===== config.mk =====
export PLATFORM = sky130hd
export DESIGN_NAME = layer_fetch_scheduler_flat
export DESIGN_NICKNAME = d
export VERILOG_FILES = /design/src/rtl/layer_fetch_scheduler_if.sv /design/src/rtl/layer_fetch_scheduler.sv /design/src/flat_wrapper.sv
export SDC_FILE = /design/constraint.sdc
export NUM_CORES = 1
export LEC_CHECK = 0
export ABC_AREA = 0
export BUFFER_PORTS_ARGS = -buffer_cell sky130_fd_sc_hd__buf_4
export CAP_MARGIN = 20
export CORE_ASPECT_RATIO = 0.6
export CORE_MARGIN = 10
export CORE_UTILIZATION = 57
export CTS_CLUSTER_DIAMETER = 120
export DETAILED_ROUTE_END_ITERATION = 16
export HOLD_SLACK_MARGIN = 0.03
export PLACE_DENSITY_LB_ADDON = 0.15
export SYNTH_ARGS = -nofsm -noshare
export SYNTH_HDL_FRONTEND = slang
export SYNTH_SLANG_ARGS = --single-unit
export TNS_END_PERCENT = 1

===== constraint.sdc =====
create_clock -name clk -period 2.57 [get_ports clk]
set_clock_uncertainty 0.1 [all_clocks]
set_input_delay 0.3855 -clock clk [delete_from_list [all_inputs] [get_ports clk]]
set_output_delay 0.3855 -clock clk [all_outputs]
set_load 0.005 [all_outputs]

===== src/rtl/layer_fetch_scheduler_if.sv =====
`default_nettype none
// ============================================================================
// Module   : layer_fetch_scheduler_if
// Brief    : Handshake/bus bundle between the layer fetch scheduler and its
//            window slider, shared weight memory and calculator unit.
// Revision : 1.0
// ============================================================================
interface layer_fetch_scheduler_if #(
    parameter int MEM_ADDR_WIDTH = 11,
    parameter int IDX_WIDTH      = 10
);
    logic                      start;
    logic                      win_valid;
    logic                      slide;
    logic                      mem_ren;
    logic [MEM_ADDR_WIDTH-1:0] mem_addr;
    logic                      calc_ready;
    logic                      row_valid;
    logic [1:0]                row_layer;
    logic [IDX_WIDTH-1:0]      row_idx;
    logic                      calc_layer_done;
    logic                      busy;
    logic                      done;
    logic                      err;

    modport master (
        input  start, win_valid, calc_ready, calc_layer_done,
        output slide, mem_ren, mem_addr, row_valid, row_layer, row_idx,
               busy, done, err
    );

    modport slave (
        output start, win_valid, calc_ready, calc_layer_done,
        input  slide, mem_ren, mem_addr, row_valid, row_layer, row_idx,
               busy, done, err
    );
endinterface
`default_nettype wire


===== src/rtl/layer_fetch_scheduler.sv =====
`default_nettype none
// ============================================================================
// Module   : layer_fetch_scheduler
// Brief    : Runs L1->L2->L3 weight fetches per image window over a shared
//            memory; optional perf counters under SCHED_PERF_CNT_EN.
// Revision : 1.0
// ============================================================================
module layer_fetch_scheduler #(
    parameter int NUM_NEURONS_L1 = 1024,
    parameter int NUM_NEURONS_L2 = 64,
    parameter int NUM_NEURONS_L3 = 10,
    parameter int NUM_WINDOWS    = 900,
    parameter int RD_LATENCY     = 1,
    parameter int MEM_ADDR_WIDTH = $clog2(NUM_NEURONS_L1 + NUM_NEURONS_L2 + NUM_NEURONS_L3),
    parameter int IDX_WIDTH      = $clog2(NUM_NEURONS_L1)
) (
    input  wire logic                 clk,
    input  wire logic                 rst_n,
    layer_fetch_scheduler_if.master   bus
`ifdef SCHED_PERF_CNT_EN
    ,
    output logic [31:0]               stall_cycles,
    output logic [31:0]               busy_cycles
`endif
);
    localparam int CNT_WIDTH = $clog2(NUM_WINDOWS + 1);

    localparam logic [2:0] c_st_idle      = 3'd0;
    localparam logic [2:0] c_st_wait_win  = 3'd1;
    localparam logic [2:0] c_st_fetch     = 3'd2;
    localparam logic [2:0] c_st_drain     = 3'd3;
    localparam logic [2:0] c_st_wait_calc = 3'd4;
    localparam logic [2:0] c_st_next_win  = 3'd5;

    localparam logic [MEM_ADDR_WIDTH-1:0] c_base_l2 = MEM_ADDR_WIDTH'(NUM_NEURONS_L1);
    localparam logic [MEM_ADDR_WIDTH-1:0] c_base_l3 = MEM_ADDR_WIDTH'(NUM_NEURONS_L1 + NUM_NEURONS_L2);
    localparam logic [IDX_WIDTH-1:0]      c_last_l1 = IDX_WIDTH'(NUM_NEURONS_L1 - 1);
    localparam logic [IDX_WIDTH-1:0]      c_last_l2 = IDX_WIDTH'(NUM_NEURONS_L2 - 1);
    localparam logic [IDX_WIDTH-1:0]      c_last_l3 = IDX_WIDTH'(NUM_NEURONS_L3 - 1);
    localparam logic [CNT_WIDTH-1:0]      c_num_win = CNT_WIDTH'(NUM_WINDOWS);

    logic [2:0]           state_q, state_d;
    logic [1:0]           layer_q, layer_d;
    logic [IDX_WIDTH-1:0] idx_q, idx_d;
    logic [CNT_WIDTH-1:0] win_cnt_q, win_cnt_d;
    logic                 busy_q, busy_d;
    logic                 slide_q, slide_d;
    logic                 done_q, done_d;
    logic                 err_q, err_d;

    logic [RD_LATENCY-1:0] vld_q, vld_d;
    logic [1:0]            tag_layer_q [RD_LATENCY];
    logic [1:0]            tag_layer_d [RD_LATENCY];
    logic [IDX_WIDTH-1:0]  tag_idx_q   [RD_LATENCY];
    logic [IDX_WIDTH-1:0]  tag_idx_d   [RD_LATENCY];

    logic                      w_ren;
    logic                      w_pipe_busy;
    logic [MEM_ADDR_WIDTH-1:0] w_base;
    logic [IDX_WIDTH-1:0]      w_last;
    logic [CNT_WIDTH-1:0]      w_win_next;

    always_comb begin
        w_base = '0;
        w_last = c_last_l1;
        case (layer_q)
            2'd2:    begin w_base = c_base_l2; w_last = c_last_l2; end
            2'd3:    begin w_base = c_base_l3; w_last = c_last_l3; end
            default: begin w_base = '0;        w_last = c_last_l1; end
        endcase

        w_ren      = (state_q == c_st_fetch) && bus.calc_ready;
        w_win_next = (win_cnt_q == c_num_win) ? win_cnt_q : win_cnt_q + CNT_WIDTH'(1);

        // The output stage may still hold a row; only earlier stages keep DRAIN alive.
        w_pipe_busy = 1'b0;
        for (int i = 0; i < RD_LATENCY - 1; i++) begin
            w_pipe_busy = w_pipe_busy | vld_q[i];
        end

        vld_d          = '0;
        vld_d[0]       = w_ren;
        tag_layer_d[0] = w_ren ? layer_q : 2'd0;
        tag_idx_d[0]   = w_ren ? idx_q : '0;
        for (int i = 1; i < RD_LATENCY; i++) begin
            vld_d[i]       = vld_q[i-1];
            tag_layer_d[i] = tag_layer_q[i-1];
            tag_idx_d[i]   = tag_idx_q[i-1];
        end
    end

    always_comb begin
        state_d   = state_q;
        layer_d   = layer_q;
        idx_d     = idx_q;
        win_cnt_d = win_cnt_q;
        busy_d    = busy_q;
        slide_d   = 1'b0;
        done_d    = 1'b0;
        err_d     = err_q;

        case (state_q)
            c_st_idle: begin
                if (bus.start) begin
                    state_d   = c_st_wait_win;
                    busy_d    = 1'b1;
                    win_cnt_d = '0;
                    layer_d   = 2'd1;
                    idx_d     = '0;
                    err_d     = 1'b0;
                end
            end
            c_st_wait_win: begin
                if (bus.win_valid) begin
                    state_d = c_st_fetch;
                    idx_d   = '0;
                end
            end
            c_st_fetch: begin
                if (w_ren) begin
                    if (idx_q == w_last) begin
                        state_d = c_st_drain;
                    end else begin
                        idx_d = idx_q + IDX_WIDTH'(1);
                    end
                end
            end
            c_st_drain: begin
                if (!w_pipe_busy) begin
                    state_d = c_st_wait_calc;
                end
            end
            c_st_wait_calc: begin
                if (bus.calc_layer_done) begin
                    if (layer_q != 2'd3) begin
                        layer_d = layer_q + 2'd1;
                        idx_d   = '0;
                        state_d = c_st_fetch;
                    end else begin
                        slide_d = 1'b1;
                        state_d = c_st_next_win;
                    end
                end
            end
            c_st_next_win: begin
                win_cnt_d = w_win_next;
                if (w_win_next == c_num_win) begin
                    done_d  = 1'b1;
                    busy_d  = 1'b0;
                    layer_d = 2'd0;
                    state_d = c_st_idle;
                end else begin
                    layer_d = 2'd1;
                    state_d = c_st_wait_win;
                end
            end
            default: state_d = c_st_idle;
        endcase

        // Layer-done is only legal once every row of the layer has been delivered.
        if (bus.calc_layer_done && (state_q != c_st_wait_calc)) begin
            err_d = 1'b1;
        end
    end

    always_ff @(posedge clk or negedge rst_n) begin
        if (!rst_n) begin
            state_q   <= c_st_idle;
            layer_q   <= 2'd0;
            idx_q     <= '0;
            win_cnt_q <= '0;
            busy_q    <= 1'b0;
            slide_q   <= 1'b0;
            done_q    <= 1'b0;
            err_q     <= 1'b0;
            vld_q     <= '0;
            for (int i = 0; i < RD_LATENCY; i++) begin
                tag_layer_q[i] <= 2'd0;
                tag_idx_q[i]   <= '0;
            end
        end else begin
            state_q   <= state_d;
            layer_q   <= layer_d;
            idx_q     <= idx_d;
            win_cnt_q <= win_cnt_d;
            busy_q    <= busy_d;
            slide_q   <= slide_d;
            done_q    <= done_d;
            err_q     <= err_d;
            vld_q     <= vld_d;
            for (int i = 0; i < RD_LATENCY; i++) begin
                tag_layer_q[i] <= tag_layer_d[i];
                tag_idx_q[i]   <= tag_idx_d[i];
            end
        end
    end

    assign bus.mem_ren   = w_ren;
    assign bus.mem_addr  = (state_q == c_st_fetch) ? (w_base + MEM_ADDR_WIDTH'(idx_q)) : '0;
    assign bus.row_valid = vld_q[RD_LATENCY-1];
    assign bus.row_layer = tag_layer_q[RD_LATENCY-1];
    assign bus.row_idx   = tag_idx_q[RD_LATENCY-1];
    assign bus.slide     = slide_q;
    assign bus.busy      = busy_q;
    assign bus.done      = done_q;
    assign bus.err       = err_q;

`ifdef SCHED_PERF_CNT_EN
    logic [31:0] stall_cnt_q, stall_cnt_d;
    logic [31:0] busy_cnt_q, busy_cnt_d;

    always_comb begin
        stall_cnt_d = stall_cnt_q;
        busy_cnt_d  = busy_cnt_q;
        if ((state_q == c_st_idle) && bus.start) begin
            stall_cnt_d = '0;
            busy_cnt_d  = '0;
        end else begin
            if ((state_q == c_st_fetch) && !bus.calc_ready && (stall_cnt_q != '1)) begin
                stall_cnt_d = stall_cnt_q + 32'd1;
            end
            if (busy_q && (busy_cnt_q != '1)) begin
                busy_cnt_d = busy_cnt_q + 32'd1;
            end
        end
    end

    always_ff @(posedge clk or negedge rst_n) begin
        if (!rst_n) begin
            stall_cnt_q <= '0;
            busy_cnt_q  <= '0;
        end else begin
            stall_cnt_q <= stall_cnt_d;
            busy_cnt_q  <= busy_cnt_d;
        end
    end

    assign stall_cycles = stall_cnt_q;
    assign busy_cycles  = busy_cnt_q;
`endif
endmodule
`default_nettype wire

===== src/flat_wrapper.sv =====
// flat-port wrapper written by rule: the top's interface ports become plain ports
module layer_fetch_scheduler_flat 
#(
    parameter int NUM_NEURONS_L1 = 1024,
    parameter int NUM_NEURONS_L2 = 64,
    parameter int NUM_NEURONS_L3 = 10,
    parameter int NUM_WINDOWS    = 900,
    parameter int RD_LATENCY     = 1,
    parameter int MEM_ADDR_WIDTH = $clog2(NUM_NEURONS_L1 + NUM_NEURONS_L2 + NUM_NEURONS_L3),
    parameter int IDX_WIDTH      = $clog2(NUM_NEURONS_L1)
)
  (clk, rst_n, bus_start, bus_win_valid, bus_calc_ready, bus_calc_layer_done, bus_slide, bus_mem_ren, bus_mem_addr, bus_row_valid, bus_row_layer, bus_row_idx, bus_busy, bus_done, bus_err);
  layer_fetch_scheduler_if #(.MEM_ADDR_WIDTH(MEM_ADDR_WIDTH), .IDX_WIDTH(IDX_WIDTH)) bus_i ();
  input  wire logic clk;
  input  wire logic rst_n;
  input wire logic [$bits(bus_i.start)-1:0] bus_start;
  input wire logic [$bits(bus_i.win_valid)-1:0] bus_win_valid;
  input wire logic [$bits(bus_i.calc_ready)-1:0] bus_calc_ready;
  input wire logic [$bits(bus_i.calc_layer_done)-1:0] bus_calc_layer_done;
  output wire logic [$bits(bus_i.slide)-1:0] bus_slide;
  output wire logic [$bits(bus_i.mem_ren)-1:0] bus_mem_ren;
  output wire logic [$bits(bus_i.mem_addr)-1:0] bus_mem_addr;
  output wire logic [$bits(bus_i.row_valid)-1:0] bus_row_valid;
  output wire logic [$bits(bus_i.row_layer)-1:0] bus_row_layer;
  output wire logic [$bits(bus_i.row_idx)-1:0] bus_row_idx;
  output wire logic [$bits(bus_i.busy)-1:0] bus_busy;
  output wire logic [$bits(bus_i.done)-1:0] bus_done;
  output wire logic [$bits(bus_i.err)-1:0] bus_err;
  assign bus_i.start = bus_start;
  assign bus_i.win_valid = bus_win_valid;
  assign bus_i.calc_ready = bus_calc_ready;
  assign bus_i.calc_layer_done = bus_calc_layer_done;
  assign bus_slide = bus_i.slide;
  assign bus_mem_ren = bus_i.mem_ren;
  assign bus_mem_addr = bus_i.mem_addr;
  assign bus_row_valid = bus_i.row_valid;
  assign bus_row_layer = bus_i.row_layer;
  assign bus_row_idx = bus_i.row_idx;
  assign bus_busy = bus_i.busy;
  assign bus_done = bus_i.done;
  assign bus_err = bus_i.err;
  layer_fetch_scheduler #(.NUM_NEURONS_L1(NUM_NEURONS_L1), .NUM_NEURONS_L2(NUM_NEURONS_L2), .NUM_NEURONS_L3(NUM_NEURONS_L3), .NUM_WINDOWS(NUM_WINDOWS), .RD_LATENCY(RD_LATENCY), .MEM_ADDR_WIDTH(MEM_ADDR_WIDTH), .IDX_WIDTH(IDX_WIDTH)) u_core (.clk(clk), .rst_n(rst_n), .bus(bus_i));
endmodule

==> key figures <==
Yosys
  – Post-synth EDFFs: 0
  – Post-Syn Instances: 268
  – Main synth FF type: dfrtp_1
  – Mux contribution to synthesized area: 2.86%
  – Avg Synthesized Cell Area: 9.15 µm²
  – Sequential area share after synthesis: 42.9%
  – #FFs+latches synth: 42
  – Synthesized Nets: 282
  – Synth Area in Adders: 4.08%
  – Simple-gate share of the synthesized area: 26.7%
  – Largest family of logic cells by synthesized area: simple AND/OR/NAND/NOR gates
  – Yosys warns: 0
  – Yosys cell types: 50
  – Synth Area in XOR/XNOR: 2.50%
  – Synth Area in Compound Gates: 15.5%
  – Async S/R FF share, synth: 100%
  – Mapped cell area: 2450 µm²

CTS
  – CTS Buf Count: 5
  – CTS tree: built
  – Worst-path clk slew: 80 ps
  – Clock Path Buffers: 2
  – Post-cts resize count: 0
  – H-Tree Depth: 2
  – Clk sinks: 42
  – Clk_lat worst skew: 290 ps
  – Clock Tree Root: clkbuf_8

STA
  – Least-Margin Pin Slew: 534 ps
  – Final Hold Vio Count: 0
  – Fin crit period: 2300 ps
  – Setup-failing EPs final: 0
  – Max Slew Vio Count: 0
  – Peak Freq: 435 MHz
  – Relative slew margins: 64.4%
  – Setup TNS: 0 ps
  – RSZ-0062 raised after global routing: false
  – Period utilisation layout: 89.4%
  – Final setup margin: 272 ps

Critical path
  – Worst setup EP type: register
  – CP Max Fanout: 12
  – Critical path type: register to register
  – Worst reg2reg path startpoint: u_core.layer_q[1]
  – Worst EP arrival: 2420 ps
  – Critical path startpoint: u_core.layer_q[1]
  – Critical Path RT: 2690 ps
  – CP Launch Type: register

Floorplan
  – DIE AREA: 7410 µm²
  – Die Y: 70.8 µm
  – IO Pins: 35
  – Initial Util: 59.5%
  – Core ar.: 4120 µm²
  – Site Rows: 18
  – Die X: 105 µm

Place
  – Place WS: 309 ps
  – Placed cells: 354
  – GPL Wtd Cong: 0.906
  – DP HPWL: 4560 µm
  – IO Port Bufs: 34

Power
  – Seq pwr share: 40.3%
  – Peak supply drop: 0.560 mV
  – P_sw: 812 µW
  – Cell internal pwr: 1330 µW
  – Leakage: 0.00132 µW
  – Net Sw Frac: 38.0%
  – Logic gate share of total power: 35.7%
  – Pwr/cell area: 745 nW/µm²
  – Clock network fraction of total power: 24.0%

Layout
  – Post-Layout Cell Count: 363
  – ANT cells: 0
  – Final Net Count: 316
  – Fillcell total: 324
  – Layout cells sized above 1: 18.5%
  – Area growth, synth to finish: 17.1%

Global routing
  – Vias in the first global route: 1974
  – Global-route wire length before repair: 10200 µm
  – Gr usage total: 16.8%
  – Largest net degree at the start of global routing: 43
  – GRT overflow: 0
  – Initial antenna violation count: 0

Route
  – Post-DR wirelength/cell: 16.6 µm
  – Detailed Route Iter0 Violations: 175
  – Number of detailed-route iterations in the first pass: 5
  – DRC viols: 0
  – Vias: 2102
  – WL final: 6030 µm
  – Vias/cell: 5.79
  – Post-DRT Antenna Nets: 0

Run status
  – Outcome: finished clean

Job
  – Max cap viols: 0

Worst hold path
  – Worst Min Path Start: bus_calc_layer_done
  – Worst Hold Class: input port to register
## worst paths after layout
kind | endpoint | slack (ps) | cells past startpoint
max in group asynchronous | u_core.idx_q[7] | 1480 | 2
setup reg to reg | u_core.idx_q[2] | 270 | 7
setup / recovery | u_core.idx_q[2] | 270 | 7
min in group asynchronous | u_core.idx_q[1] | 510 | 2
hold / removal | u_core.bus.err | 260 | 2
hold reg to reg | u_core.win_cnt_q[9] | 450 | 2
## synth_stat cells, drive strengths merged (4+ instances only)
library cell	count	share of area [%]
dfrtp	42	43
nand2	25	3.8
o21ai	23	4.7
nor2	21	3.2
and2	12	3.1
and3	12	3.1
nand3	12	2.5
a21oi	11	2.2
clkbuf	11	1.8
inv	9	1.4
ha	8	4.1
mux2i	7	2.9
o31ai	7	2.1
buf	6	2.2
or4	6	1.8
nand4	5	1.3
nor4	5	2.0
a31oi	4	1.0
nor3b	4	1.2
xor2	4	1.4
## cells by family after synthesis
family          after synthesis
mux                           7
simple gates                117
fa+ha+maj                     8
compound gates               61
xor+xnor                      7
flops                        42
buf+inv                      26
## worst max-delay path, stage by stage (launching register included)
cell	delay, ps
dfrtp_1	420
ha_1	260
nor2_1	170
nand3_1	160
o21a_1	260
buf_4	230
or4_1	460
a21oi_1	160
## layer usage
layer / vias up / GRT usage [%] / wire length, µm / share of wire, %
met5: - / 0 / 0 / 0
met4: 0 / 4.09 / 47 / 0.78
met3: 8 / 6.06 / 676 / 11
met2: 101 / 21.2 / 2270 / 38
met1: 963 / 25.7 / 3040 / 50
li1: 1030 / - / - / -
## state kept, by name, indices dropped and copies added, names as in the netlist, 2 cells and up
signal and count:
u_core.bus.row_idx 10, u_core.bus.row_layer 2, u_core.idx_q 10, u_core.layer_q 2
u_core.state_q 3, u_core.win_cnt_q 10
## timing repair
action	4_1_cts	5_1_grt
endpoints found under the hold margin	42	0
setup buffers	0	0
hold buffers	1	0
## final cells by class
type	count	area, µm²	share of cell area [%]
tap	60	75.1	2.62
timing repair buffer	44	333	11.6
clock buffer	6	72.6	2.53
multi-input combinational	200	1270	44.2
inverter	9	33.8	1.18
sequential	42	1050	36.6
clock inverter	2	37.5	1.31
## power groups by stage
stage	logic, µW	registers [µW]	clock network [µW]
6_report	763	862	514
4_1_cts	756	858	521
5_1_grt	861	882	546
3_3_place_gp	735	864	0
2_1_floorplan	542	817	0
3_5_place_dp	750	872	0
## layout by cell type (no fill, tap or decap), types with 2 or more instances in the layout
| master | synthesis | layout |
|---|---|---|
| xnor2_1 | 3 | 3 |
| and2_1 | 12 | 12 |
| nand4_1 | 5 | 5 |
| nor3b_1 | 4 | 4 |
| nand2b_1 | 2 | 2 |
| nor4_2 | 3 | 3 |
| xor2_1 | 4 | 4 |
| nor4_1 | 2 | 2 |
| a31oi_1 | 4 | 4 |
| mux2i_1 | 7 | 7 |
| inv_1 | 9 | 9 |
| o31ai_1 | 7 | 7 |
| clkbuf_8 | 0 | 5 |
| o21ai_0 | 23 | 23 |
| a21oi_1 | 11 | 11 |
| nor2b_1 | 3 | 3 |
| buf_4 | 1 | 43 |
| o21bai_1 | 3 | 3 |
| or4_1 | 6 | 6 |
| nor2_1 | 21 | 21 |
| nand3_1 | 12 | 12 |
| dfrtp_1 | 42 | 42 |
| ha_1 | 8 | 8 |
| o41ai_1 | 2 | 2 |
| nor3_1 | 2 | 2 |
| nand2_1 | 25 | 25 |
| and3_1 | 12 | 12 |
## metrics by stage
stage / hold slack [ps] / power, µW / utilization (%) / area [µm²]
after detailed placement: 301 / 1620 / 66.7 / 2750
after floorplan: -10.1 / 1360 / - / 2450
after global placement: 304 / 1600 / 66.7 / 2750
final: 261 / 2140 / 69.6 / 2870
after CTS: 258 / 2130 / 69.6 / 2870
after global routing: 268 / 2290 / 69.6 / 2870
No activity file was read; power rests on OpenSTA's default activity.
